<file path="src/rtl/canvas_mem_ctrl.sv">
// Single-port canvas RAM controller: arbitrates VGA reads, brush writes and
// the clear/scan sequencer, and routes registered read data back to its owner.
module canvas_mem_ctrl #(
    parameter int W      = 28,
    parameter int DEPTH  = W * W,
    parameter int DATA_W = 1
) (
    input  logic              clk,
    input  logic              rst,
    input  logic              vga_req,
    input  logic [9:0]        vga_addr,
    output logic              vga_valid,
    output logic [DATA_W-1:0] vga_data,
    input  logic              draw_req,
    input  logic [9:0]        draw_addr,
    input  logic [DATA_W-1:0] draw_data,
    output logic              draw_ack,
    input  logic              clear_start,
    input  logic              scan_start,
    output logic              busy,
    output logic              clear_done,
    output logic              scan_valid,
    output logic [9:0]        scan_index,
    output logic [DATA_W-1:0] scan_data,
    output logic              scan_done,
    output logic [9:0]        mem_addr,
    output logic              mem_we,
    output logic [DATA_W-1:0] mem_wdata,
    input  logic [DATA_W-1:0] mem_rdata
);
    typedef enum logic [1:0] {IDLE, CLEAR, SCAN} state_e;

    localparam logic [9:0] LAST = 10'(DEPTH - 1);

    state_e      state_q;
    logic [9:0]  cnt_q;
    logic        vga_tag_q;
    logic        scan_tag_q;
    logic [9:0]  scan_idx_q;
    logic        clear_done_q;

    logic vga_gnt, clear_gnt, draw_gnt, scan_gnt, seq_last;

    // Grants are suppressed while reset is held so every output reads 0.
    assign vga_gnt   = !rst && vga_req;
    assign clear_gnt = !rst && !vga_req && (state_q == CLEAR);
    assign draw_gnt  = !rst && !vga_req && (state_q == IDLE) && draw_req;
    assign scan_gnt  = !rst && !vga_req && (state_q == SCAN);
    assign seq_last  = (cnt_q == LAST);

    always_comb begin
        // NOTE: defaults first so every path assigns each output and no latch is inferred.
        mem_addr  = '0;
        mem_we    = 1'b0;
        mem_wdata = '0;
        if (vga_gnt) begin
            mem_addr = vga_addr;
        end else if (clear_gnt) begin
            mem_addr = cnt_q;
            mem_we   = 1'b1;
        end else if (draw_gnt) begin
            mem_addr  = draw_addr;
            mem_we    = (draw_addr <= LAST);
            mem_wdata = draw_data;
        end else if (scan_gnt) begin
            mem_addr = cnt_q;
        end
    end

    // NOTE: non-blocking assignments so every register samples pre-edge values.
    always_ff @(posedge clk or posedge rst) begin
        if (rst) begin
            state_q      <= IDLE;
            cnt_q        <= '0;
            vga_tag_q    <= 1'b0;
            scan_tag_q   <= 1'b0;
            scan_idx_q   <= '0;
            clear_done_q <= 1'b0;
        end else begin
            vga_tag_q    <= vga_gnt;
            scan_tag_q   <= scan_gnt;
            clear_done_q <= clear_gnt && seq_last;
            if (scan_gnt) begin
                scan_idx_q <= cnt_q;
            end
            case (state_q)
                IDLE: begin
                    if (clear_start) begin
                        state_q <= CLEAR;
                        cnt_q   <= '0;
                    end else if (scan_start) begin
                        state_q <= SCAN;
                        cnt_q   <= '0;
                    end
                end
                CLEAR: begin
                    if (clear_gnt) begin
                        if (seq_last) state_q <= IDLE;
                        else          cnt_q   <= cnt_q + 10'd1;
                    end
                end
                SCAN: begin
                    if (scan_gnt) begin
                        if (seq_last) state_q <= IDLE;
                        else          cnt_q   <= cnt_q + 10'd1;
                    end
                end
                default: state_q <= IDLE;
            endcase
        end
    end

    assign busy       = (state_q != IDLE);
    assign draw_ack   = draw_gnt;
    assign clear_done = clear_done_q;
    assign vga_valid  = vga_tag_q;
    assign vga_data   = vga_tag_q ? mem_rdata : '0;
    assign scan_valid = scan_tag_q;
    assign scan_index = scan_tag_q ? scan_idx_q : '0;
    assign scan_data  = scan_tag_q ? mem_rdata : '0;
    assign scan_done  = scan_tag_q && (scan_idx_q == LAST);

endmodule
</file>
<file path="config.mk">
export PLATFORM = sky130hd
export DESIGN_NAME = canvas_mem_ctrl
export DESIGN_NICKNAME = d
export VERILOG_FILES = /design/src/rtl/canvas_mem_ctrl.sv
export SDC_FILE = /design/constraint.sdc
export NUM_CORES = 1
export LEC_CHECK = 0
export ABC_AREA = 1
export CAP_MARGIN = 20
export CORE_MARGIN = 2
export CORE_UTILIZATION = 30
export CTS_CLUSTER_DIAMETER = 40
export DETAILED_ROUTE_END_ITERATION = 10
export GPL_TIMING_DRIVEN = 1
export PLACE_DENSITY = 0.53
export SLEW_MARGIN = 20
export SYNTH_ARGS = -nofsm -noshare
export SYNTH_HDL_FRONTEND = slang
export SYNTH_SLANG_ARGS = --single-unit
</file>
<file path="constraint.sdc">
create_clock -name clk -period 5.43 [get_ports clk]
set_input_delay 1.086 -clock clk [delete_from_list [all_inputs] [get_ports clk]]
set_output_delay 1.086 -clock clk [all_outputs]
set_load 0.02 [all_outputs]
</file>
Yosys cells after proc, flatten, opt, wreduce, memory -nomap -nowiden
Index checks and enable logic that the tools add are counted.
{"block": "op_classes", "add_sub_neg": 1, "order_cmp": 1, "n_eq_ne": 7, "n_mux": 25, "n_reduce_logical": 15}
{"op": "$mux 10", "count": 10}
{"op": "$pmux 10 s3", "count": 1}
{"op": "$eq 10x10->1 const B", "count": 2}
{"op": "$add 10x1->10 const B", "count": 1}
{"op": "$le 10x10->1 const B", "count": 1}
{"op": "$mux 2", "count": 5}
{"op": "$logic_and 1x1->1", "count": 8}
{"op": "$mux 1", "count": 8}
{"op": "$pmux 2 s3", "count": 1}
{"op": "$ne 2x2->1 const B", "count": 2}
{"op": "$reduce_and 4->1", "count": 1}
{"op": "$ne 3x3->1 const B", "count": 1}
{"op": "$reduce_and 3->1", "count": 1}
{"op": "$reduce_bool 3->1", "count": 1}
{"op": "$eq 2x1->1 const B", "count": 1}
{"op": "$eq 2x2->1 const B", "count": 1}
{"op": "$logic_not 1->1", "count": 2}
{"op": "$logic_not 2->1", "count": 1}
{"op": "$reduce_bool 2->1", "count": 1}
{"block": "totals", "reg_bits": 25, "inputBits": 28, "output_inout_bits": 30, "word_cells": 55}

Logic depth before layout (Yosys ltp)
Gate-level depths: netlist (run 1).
{"block": "depth", "ltp_word": 7, "ltp_mapped": 10, "ltp_nobuf": 9}

Least setup slack after synthesis (run 1)
No wires, ideal clock.
{"block": "synth_path", "kind": "in2out", "from": "input port rst", "to": "output port mem_addr[2]", "t_arrival_ns": 2.696, "setup_slack_ns": 1.648, "stages": 8, "path_buffers": 1, "cell_sequence": "inv_1 > nand2_1 > nor2_2 > buf_2 > nand2_1 > nand2_1 > o211ai_1 > nand3_1"}
{"block": "synth_via", "elab_chain_cells": 7, "elab_cells_between_ends": 11}
{"item": "start, declared", "line": "9", "rtl": "input logic rst,"}
{"item": "$logic_not 1->1 (no line)"}
{"item": "$logic_and 1x1->1 (2 in series)", "line": "48", "rtl": "assign scan_gnt = !rst && !vga_req && (state_q == SCAN);"}
{"item": "via scan_gnt", "line": "42", "rtl": "logic vga_gnt, clear_gnt, draw_gnt, scan_gnt, seq_last;"}
{"item": "$mux 10", "line": "65", "rtl": "end else if (scan_gnt) begin"}
{"item": "$mux 10", "line": "61", "rtl": "end else if (draw_gnt) begin"}
{"item": "$mux 10", "line": "58", "rtl": "end else if (clear_gnt) begin"}
{"item": "$mux 10", "line": "56", "rtl": "if (vga_gnt) begin"}
{"item": "end, declared", "line": "26", "rtl": "output logic [9:0] mem_addr,"}
The timed path passes the listed nets, and every way through them passes these cells.

Final worst setup path (run 1)
{"block": "layout_path", "from": "input port rst", "to": "output port mem_we"}
{"block": "layout_via", "elab_chain_cells": 7, "elab_cells_between_ends": 9}
{"item": "$logic_not 1->1 (no line) *"}
{"item": "$logic_and 1x1->1", "line": "46, 47"}
{"item": "$logic_and 1x1->1 (2 in series)", "line": "47", "rtl": "assign draw_gnt = !rst && !vga_req && (state_q == IDLE) && draw_req;"}
{"item": "$mux 1", "line": "61"}
{"item": "$mux 1", "line": "58"}
{"item": "$mux 1 *", "line": "56"}
{"item": "end, declared", "line": "27", "rtl": "output logic mem_we,"}
Mark *: on every way between the ends. The rest lies on a longest branch, timed or not.

==> metrics.cfg, run 1 <==
[global_routing]
grt_pass1_vias=1610
antenna_found_initial=0
grt_max_degree=26
grt_overflow=0
grt_use_total_pct=15.3
grt_pass1_wl_um=7650

[worst_setup_path]
required_ns=4.34
worst-endpoint-arrival_ns=3.43
critPathLaunchType=input port
cp-end-kind=primary output
critPathKind=input port to primary output
cp_max_fo=21

[power_and_ir_drop]
power.density_nw_per_um2=267
worst_ir_drop_vdd_mv=0.212
p_total_mw=0.635
leakage_nw=1.20

[sta]
worstMarginPinSlew_ns=0.792
slew_viol_final=0
fin_crit_ns=4.51
max_freq_mhz=222
rsz0062_at_grt=no
timing.slew.headroom_pct=47.0
fin_crit_sh_pct=83.1
fin_worst_skew_ns=0.00211
timing.setup.tns_ns=0
hold_viol=0
finalSetupViolCount=0
layout_setup_ws_ns=0.917

[cts]
cts.clk_slew.worst_paths_ns=0.09
htree_levels=1
cts_sinks=25
cts_tree=yes
cts_setup_buffers=0
cts_resized=0
numCtsBuffers=3
clockRootBuffer=clkbuf_8
clkLatencyLatePin_ns=0.27
ctsHoldBuffers=0
ctsLongestPathBuffers=2

[synthesis]
syn_inst=257
ys_top_cells_by_area=dfrtp_1 37%, nand2_1 21%, inv_1 6.6%, nand3_1 5.6%, o211ai_1 4.4%
synth_edf_count=0
yosysMostFrequentCell=nand2_1
synth-seq-cells=25
yosysSeqAreaShare_pct=36.5
ys_types=25
async_flop_share_pct=100
syn_nets=290
synth_warnings=0
synth_commonest_cells=97 x nand2_1, 30 x inv_1, 25 x dfrtp_1, 19 x nand3_1, 16 x nor2_1
yosysTopAreaCellShare_pct=36.5
synth.avg_cell_area_um2=6.66
synth_largest_area_cell=dfrtp_1
synth_ff_type=dfrtp_1
syn_area_um2=1710

[place]
dp_hpwl_um=3720
gp_congestion=0.768
post-place-ws_ns=0.913
port_buffers=57

[finish]
area_growth_pct=38.7
nets=342
antennaDiodeCount=0
drive_gt1_share_pct=4.87
fill_cells=581

[die]
rows=27
die_area_um2=6330
die_w_um=79.6
start_util_pct=31.1
die-height_um=79.6
ios=58
core_area_um2=5510

[detailed_routing]
antenna_left=0
first_iter_violations=66
wl_um=4660
drc_errors=0
vias_per_cell=4.61
via_count=1752
wl_per_cell_um=12.3
dr.pass1.iters=4

[job]
max_cap_viol_count=0

[run_status]
status=finished, final reports clean

[hold_path]
hold_class=flop to flop

[critical path, stage by stage]
cell             delay, ns
clkdlybuf4s50_1       0.43
nor2_1                0.24
nand3_1               0.57
inv_1                 0.26
o21ai_0               0.13
nand2_1               0.09
clkdlybuf4s50_1       0.61
[path summary, 6_finish.rpt]
check                         startpoint            end  slack, ns  depth (start not counted)
min reg2reg                scan_idx_q[1]  scan_idx_q[1]       0.55                          2
max reg2reg                   state_q[0]       cnt_q[4]       3.79                          8
max in group asynchronous            rst       cnt_q[2]       3.93                          3
max                                  rst         mem_we       0.92                          7
min in group asynchronous            rst  scan_idx_q[2]       1.25                          3
min                        scan_idx_q[1]  scan_idx_q[1]       0.55                          2
[power breakdown]
| part | switching (mW) | internal, mW |
|---|---|---|
| clock network | 0.0610 | 0.0520 |
| registers | 0.0315 | 0.214 |
| logic | 0.169 | 0.107 |
[registers in the layout, indices dropped and copies added (netlist names)]
name        count
clear_done      1
cnt_q          10
scan_idx_q     10
scan_valid      1
state_q         2
vga_valid       1
[cell usage in the layout (no fill, tap or decap), drive strengths merged]
master and instances:
clkdlybuf4s50 57, nand3 19, dfrtp 25, buf 2
xnor2 2, nor3 1, ha 5, inv 31
nand4 3, nand2 100, o21ai 22, o211ai 10
xor2 2, nor2 19, or2 2, clkinv 1
clkbuf 3, clkinvlp 1, nor4 2, o21bai 1
[layer usage]
metal  global-route usage (%)  vias to the layer above  wire (um)
li1                         -                      914          -
met1                     20.6                      792       2180
met2                     25.1                       38       2230
met3                     3.17                        8        178
met4                     3.45                        0         70
met5                        0                        -          0
[metrics by stage]
| stage | instances | area, um2 | hold slack, ns | util [%] |
|---|---|---|---|---|
| after floorplan | 257 | 1710 | 0.467 | - |
| after global placement | 376 | 2330 | 0.527 | 42.3 |
| after detailed placement | 376 | 2330 | 0.523 | 42.3 |
| after CTS | 380 | 2380 | 0.545 | 43.1 |
| after global routing | 380 | 2380 | 0.559 | 43.1 |
| final | 380 | 2380 | 0.545 | 43.1 |
[cell type report]
class	count	area (um2)	share of cell area (%)
repair buffers	59	586	24.6
flip-flops and latches	25	626	26.3
inverters	32	120	5.06
well taps	72	90.1	3.79
clock inverters	1	7.51	0.316
multi-input cells	188	906	38.1
clock buffers	3	41.3	1.74
[kinds of logic (layout without fill, tap and decap cells)]
kind of cell | count (synthesis) | count (layout) | synth area share (%)
adder cells (fa/ha/maj) | 5 | 5 | 3.65
flip-flops | 25 | 25 | 36.5
AND/OR/NAND/NOR | 146 | 146 | 35.9
AO/OA/AOI/OAI | 33 | 33 | 11.2
buffers and inverters | 44 | 95 | 10.6
XOR/XNOR | 4 | 4 | 2.05
No activity file was read; power rests on OpenSTA's default activity.
==> run 2, diff against run 1 <==
--- a/config.mk
+++ b/config.mk
@@ -12,7 +12,7 @@
 export CTS_CLUSTER_DIAMETER = 40
 export DETAILED_ROUTE_END_ITERATION = 10
 export GPL_TIMING_DRIVEN = 1
-export PLACE_DENSITY = 0.53
+export PLACE_DENSITY = 0.55
 export SLEW_MARGIN = 20
 export SYNTH_ARGS = -nofsm -noshare
 export SYNTH_HDL_FRONTEND = slang
==> constraint.sdc (replaced) <==
create_clock -name clk -period 3.9 [get_ports clk]
set_input_delay 0.78 -clock clk [delete_from_list [all_inputs] [get_ports clk]]
set_output_delay 0.78 -clock clk [all_outputs]
set_load 0.02 [all_outputs]
==> metrics.cfg, run 2 (synthesis gave the netlist of run 1 again) <==
[die]
die_w_um=79.6
die_area_um2=6330
core_area_um2=5510
rows=27
ios=58
die-height_um=79.6
start_util_pct=31.1

[global_routing]
grt_overflow=0
antenna_found_initial=0
grt_use_total_pct=15.1
grt_pass1_wl_um=7710
grt_max_degree=26
grt_pass1_vias=1634

[cts]
cts_tree=yes
ctsLongestPathBuffers=2
htree_levels=1
cts_setup_buffers=0
cts_sinks=25
cts_resized=0
ctsHoldBuffers=0
cts.clk_slew.worst_paths_ns=0.09
clkLatencyLatePin_ns=0.27
clockRootBuffer=clkbuf_8
numCtsBuffers=3

[detailed_routing]
antenna_left=0
vias_per_cell=4.64
via_count=1776
wl_um=4590
wl_per_cell_um=12.0
dr.pass1.iters=4
drc_errors=0
first_iter_violations=79

[sta]
worstMarginPinSlew_ns=0.499
max_freq_mhz=281
fin_crit_sh_pct=91.3
hold_viol=0
timing.setup.tns_ns=0
timing.slew.headroom_pct=66.7
fin_crit_ns=3.56
fin_worst_skew_ns=0.00356
slew_viol_final=0
finalSetupViolCount=0
rsz0062_at_grt=no

[worst_setup_path]
critPathLaunchType=input port
critPathKind=input port to primary output
cp-end-kind=primary output
worst-endpoint-arrival_ns=2.78
required_ns=3.12
cp_max_fo=13

[hold_path]
hold_class=flop to flop

[finish]
reg_top3=cnt_q x10, scan_idx_q x10, state_q x2
nets=345
antennaDiodeCount=0
stdcell_area_um2=2400
final_common_cell=nand2_1
area_growth_pct=40.0
drive_gt1_share_pct=5.79
final_core_util_pct=43.6
layout_common_cells=97 x nand2_1, 57 x clkdlybuf4s50_1, 30 x inv_1

[place]
dp_hpwl_um=3620
gp_congestion=0.775
port_buffers=57
dpl_cell_area_um2=2350

[power_and_ir_drop]
leakage_nw=1.21
power.density_nw_per_um2=372
worst_ir_drop_vdd_mv=0.240

[run_status]
status=finished, final reports clean

[job]
max_cap_viol_count=0

==> run 2: path summary, 6_finish.rpt <==
check | start | to | slack (ns) | cells past startpoint
min in group asynchronous | rst | scan_idx_q[1] | 0.93 | 3
max reg2reg | state_q[0] | scan_idx_q[8] | 2.29 | 6
min | scan_idx_q[3] | scan_idx_q[3] | 0.51 | 2
max | rst | mem_addr[8] | 0.34 | 9
min reg2reg | scan_idx_q[3] | scan_idx_q[3] | 0.51 | 2
max in group asynchronous | rst | cnt_q[1] | 2.72 | 3
==> run 2: critical path: stages <==
cell and delay (ns):
clkdlybuf4s50_1 0.44, inv_1 0.08, nand2_1 0.07, nor2_2 0.40, nand2_1 0.15, nand2_1 0.09
o211ai_1 0.08, nand3_1 0.09, clkdlybuf4s50_1 0.60
==> run 2: per-layer routing <==
layer / global-route usage, % / vias up / wire length, um / share of wire (%)
met3: 3.05 / 2 / 204 / 4.4
met1: 20.7 / 813 / 2160 / 47
li1: - / 922 / - / -
met2: 25.7 / 39 / 2210 / 48
met4: 1.03 / 0 / 13 / 0.28
met5: 0 / - / 0 / 0
==> run 2: power breakdown <==
group	total [mW]	switching, mW	internal (mW)	leakage (nW)
Combinational	0.391	0.240	0.152	0.851
Sequential	0.340	0.0415	0.298	0.342
Clock	0.160	0.0880	0.0725	0.0217
Total	0.891	0.369	0.522	1.21
==> run 2: stage by stage <==
stage | std cells | power (mW) | hold slack (ns) | setup slack (ns)
6_report | 383 | 0.891 | 0.507 | 0.337
5_1_grt | 383 | 0.976 | 0.566 | 0.102
4_1_cts | 383 | 0.907 | 0.518 | 0.324
3_5_place_dp | 379 | 0.742 | 0.495 | 0.329
3_3_place_gp | 379 | 0.740 | 0.494 | 0.350
2_1_floorplan | 257 | 0.596 | 0.467 | 0.730
==> run 2: final cells by class <==
type / instances / area [um2]
clock buffers: 3 / 41.3
inverters: 32 / 120
flip-flops and latches: 25 / 626
clock inverters: 1 / 7.51
well taps: 72 / 90.1
fillers: 568 / 3110
multi-input cells: 188 / 906
repair buffers: 62 / 608
==> run 3, diff against run 2 <==
--- a/config.mk
+++ b/config.mk
@@ -6,13 +6,13 @@
 export NUM_CORES = 1
 export LEC_CHECK = 0
 export ABC_AREA = 1
-export CAP_MARGIN = 20
 export CORE_MARGIN = 2
 export CORE_UTILIZATION = 30
 export CTS_CLUSTER_DIAMETER = 40
 export DETAILED_ROUTE_END_ITERATION = 10
 export GPL_TIMING_DRIVEN = 1
 export PLACE_DENSITY = 0.55
+export SKIP_CTS_REPAIR_TIMING = 1
 export SLEW_MARGIN = 20
 export SYNTH_ARGS = -nofsm -noshare
 export SYNTH_HDL_FRONTEND = slang
==> results of run 3 <==
The final DEF is identical to that of run 2; final timing and power are the same.
